$ cat config.mk
export PLATFORM = sky130hd
export DESIGN_NAME = reg_write_arbiter
export DESIGN_NICKNAME = d
export VERILOG_FILES = /design/src/rtl/reg_write_arbiter.sv
export SDC_FILE = /design/constraint.sdc
export NUM_CORES = 1
export LEC_CHECK = 0
export CORE_MARGIN = 3
export CORE_UTILIZATION = 43
export DETAILED_ROUTE_END_ITERATION = 12
export PLACE_DENSITY = 0.9
export RECOVER_POWER = 25
export SLEW_MARGIN = 10
export SYNTH_ARGS = -nofsm -noshare
export SYNTH_HDL_FRONTEND = slang
export SYNTH_SLANG_ARGS = --single-unit
export TNS_END_PERCENT = 100
$ cat constraint.sdc
create_clock -name clk -period 2.85 [get_ports clk]
set_input_delay 0.285 -clock clk [delete_from_list [all_inputs] [get_ports clk]]
set_output_delay 0.285 -clock clk [all_outputs]
set_load 0.03 [all_outputs]
$ cat src/rtl/reg_write_arbiter.sv
// reg_write_arbiter: round-robin, burst-limited arbiter sharing one storage register among requesters
module reg_write_arbiter #(
  parameter int NREQ = 4,
  parameter int WIDTH = 8,
  parameter int MAX_BURST = 4
) (
  input  logic                     clk,
  input  logic                     rest,
  input  logic [NREQ-1:0]          req,
  input  logic [NREQ*WIDTH-1:0]    wdata,
  input  logic                     clr,
  output logic [NREQ-1:0]          gnt,
  output logic [$clog2(NREQ)-1:0]  owner,
  output logic                     busy,
  output logic [WIDTH-1:0]         q
);
  localparam int IW = $clog2(NREQ);
  localparam int BW = $clog2(MAX_BURST + 1);
  typedef enum logic {IDLE, GRANT} state_t;
  state_t state;
  logic [IW-1:0] ptr, win, nxt;
  logic [BW-1:0] cnt;
  logic found;
  logic [WIDTH-1:0] lane;
  always_comb begin
    win = ptr;
    found = 1'b0;
    for (int k = 0; k < NREQ; k++) begin
      if (!found && req[(int'(ptr) + k) % NREQ]) begin
        win = IW'((int'(ptr) + k) % NREQ);
        found = 1'b1;
      end
    end
  end
  assign nxt = (owner == IW'(NREQ - 1)) ? '0 : owner + 1'b1;
  assign lane = wdata[owner*WIDTH +: WIDTH];
  always_ff @(posedge clk) begin
    if (rest) begin
      state <= IDLE;
      gnt <= '0;
      busy <= 1'b0;
      owner <= '0;
      q <= '0;
      ptr <= '0;
      cnt <= '0;
    end else if (state == IDLE) begin
      q <= clr ? '0 : q;
      if (found) begin
        state <= GRANT;
        owner <= win;
        gnt <= NREQ'(1) << win;
        busy <= 1'b1;
        cnt <= '0;
      end
    end else begin
      q <= clr ? '0 : (req[owner] ? lane : q);
      cnt <= req[owner] ? cnt + 1'b1 : cnt;
      if (!req[owner] || cnt == BW'(MAX_BURST - 1)) begin
        state <= IDLE;
        gnt <= '0;
        busy <= 1'b0;
        ptr <= nxt;
      end
    end
  end
endmodule

==> flow_summary.json <==
{
  "grt_use_total_pct": 20.5,
  "fin_setup_tns_ps": 0,
  "synth-edff-count": 0,
  "antenna_found_initial": 0,
  "critPathMaxFanout": 13,
  "io_buffers": 53,
  "crit_top_cell": "nor2_1",
  "leakage_nw": 0.672,
  "core_area_mm2": 0.00234,
  "post-route-period-util_pct": 74.0,
  "syn-cell-area_mm2": 0.00112,
  "crit_path_top_delay_cell": "dlygate4sd3_1",
  "die_height_um": 57.1,
  "synth_seq_cells": 21,
  "cts_tree": "built",
  "dp_cells": 190,
  "cts_max_level": 1,
  "ctsResizeCount": 0,
  "cts_buffers": 3,
  "dr.pass1.iters": 4,
  "p_switching_mw": 0.195,
  "cts.path.max_buffers": 2,
  "n_antenna_cell": 0,
  "synth_top_area_share_pct": 37.5,
  "slowest_delay_ps": 650,
  "synthTopCellsByCount": "dfxtp_1, nor2_1, nand2_1",
  "p_seq_share_pct": 48.0,
  "finalCriticalPeriod_ps": 2110,
  "relSlewSlack_pct": 43.6,
  "power.internal_mw": 0.479,
  "swShare_pct": 29.0,
  "dr_total_vias": 1075,
  "rows": 17,
  "grt_pass1_wl_mm": 5.14,
  "pwr-share-comb_pct": 30.4,
  "drc": 0,
  "hold_buffers": 0,
  "status": "complete, no violations",
  "hold_class": "reg -> reg",
  "syn_inst": 114,
  "final.fill_count": 174,
  "fmax_mhz": 474,
  "pwr-share-clk_pct": 21.6,
  "peakVddDrop_v": 0.000373,
  "avgRoutedWirePerCell_um": 16.7,
  "dieArea_mm2": 0.00326,
  "slew_viol_final": 0,
  "drive_above_1_share_pct": 10.8,
  "totalWireLength_mm": 3.25,
  "crit_buf_inv": 1,
  "yosys_warnings": 0,
  "worstMarginPinSlew_ps": 835,
  "clock-sinks": 21,
  "crit_family": "buffers and inverters",
  "async_flop_share_pct": 0,
  "initial_core_util_pct": 47.9,
  "cts_root_buf": "clkbuf_4",
  "place_ws_ps": 530,
  "clk_latency_ps": 300,
  "final-hold-violation-count": 0,
  "gp_congestion": 0.738,
  "cp.arrival_ps": 2290,
  "drv_cap": 0,
  "cp_data_required_time_ps": 3040,
  "fin_nets": 209,
  "yosysTopAreaCell": "dfxtp_1",
  "setup_violations": 0,
  "startpoint_type": "input port",
  "syn_avg_cell_area_um2": 9.83,
  "dp_hpwl_mm": 2.62,
  "ant_nets": 0,
  "grt_max_degree": 15,
  "power_mw": 0.674,
  "yosysUniqueCellTypes": 29,
  "yosys.cell_count.top_type": "dfxtp_1",
  "ys_seq_area_share_pct": 37.5,
  "drt_iter0_drc": 35,
  "critPathKind": "in -> reg",
  "die_x_um": 57.1,
  "grt_overflow": 0,
  "pin_count": 54,
  "p_per_area_mw_per_mm2": 399,
  "fin_ws_ps": 741,
  "area_growth_pct": 50.9,
  "synth_nets": 156,
  "fin_util_pct": 72.3,
  "rsz0062_at_grt": "false",
  "cts_setup_buffers": 0,
  "vias_per_cell": 5.54,
  "path_clk_slew_ps": 120,
  "path_cells": "dlygate4sd3_1 -> mux4_2 -> nand2_1 -> nor2_1 -> a31oi_1 -> nor2_1",
  "first_global_vias": 1102,
  "ys.flop_type": "dfxtp_1",
  "fin_worst_skew_ps": 7.64,
  "synth_area_leaders": "dfxtp_1, mux4_2, mux2i_1",
  "endpoint_kind": "register",
  "final_cells": 194
}
## tightest hold or removal path, delay by kind of cell, from the launching register on
kind	cells	cell delay, ps
AOI/OAI and AO/OA	1	60
DFF	1	330
and+or+nand+nor	1	50
## flip-flops by register name (all words and copies together) (netlist names)
register,flops
cnt,3
gnt,4
owner,2
busy,1
ptr,2
q,8
state,1
## final timing paths
kind | startpoint | to | slack, ps | cells past startpoint
max | req[3] | cnt[2]$_SDFFE_PP0P_ | 740 | 6
min | gnt[2]$_SDFFE_PP0P_ | gnt[2]$_SDFFE_PP0P_ | 480 | 2
max reg2reg | owner[1]$_SDFFE_PP0P_ | cnt[2]$_SDFFE_PP0P_ | 830 | 5
min reg2reg | gnt[2]$_SDFFE_PP0P_ | gnt[2]$_SDFFE_PP0P_ | 480 | 2
## through the flow
stage	hold slack (ps)	cell area (um^2)
2_1_floorplan	354	1120
3_3_place_gp	449	1670
3_5_place_dp	466	1670
4_1_cts	484	1690
5_1_grt	499	1690
6_report	481	1690
## cell type report
type,count,area [um^2],share of cell area [%]
Sequential cell,21,420,24.9
Timing Repair Buffer,54,538,31.8
Clock buffer,4,26.3,1.55
Tap cell,28,35.0,2.07
Multi-Input combinational cell,85,664,39.3
Inverter,2,7.51,0.444
## routing by layer
layer  share of wire [%]  GRT usage (%)
met2                  56           37.5
met1                  38           22.5
met4                 2.6           8.94
met5                   0              0
met3                 3.9           4.52
## cell families after synthesis
| logic type | share of synthesized area, % |
|---|---|
| flip-flops | 37.5 |
| buffers and inverters | 3.24 |
| adder cells (fa/ha/maj) | 3.35 |
| multiplexers | 26.1 |
| AO/OA/AOI/OAI | 10.7 |
| AND/OR/NAND/NOR | 19.1 |
## power by group through the flow
stage          combinational (mW)  sequential (mW)  clock (mW)
3_3_place_gp                0.200            0.329           0
4_1_cts                     0.207            0.324       0.148
3_5_place_dp                0.207            0.330           0
6_report                    0.205            0.324       0.146
2_1_floorplan              0.0967            0.346           0
5_1_grt                     0.220            0.326       0.160
## placed cells by master (no fill, tap or decap), types with 3 or more instances in the layout
cell,instances
clkdlybuf4s50_1,45
dfxtp_1,21
nor2_1,16
nand2_1,11
a21oi_1,9
mux4_2,9
mux2i_1,9
dlygate4sd3_1,8
nor2b_1,4
nand3_1,4
o21ai_0,3
ha_1,3
clkbuf_4,3
(Power assumes the default switching activity.)
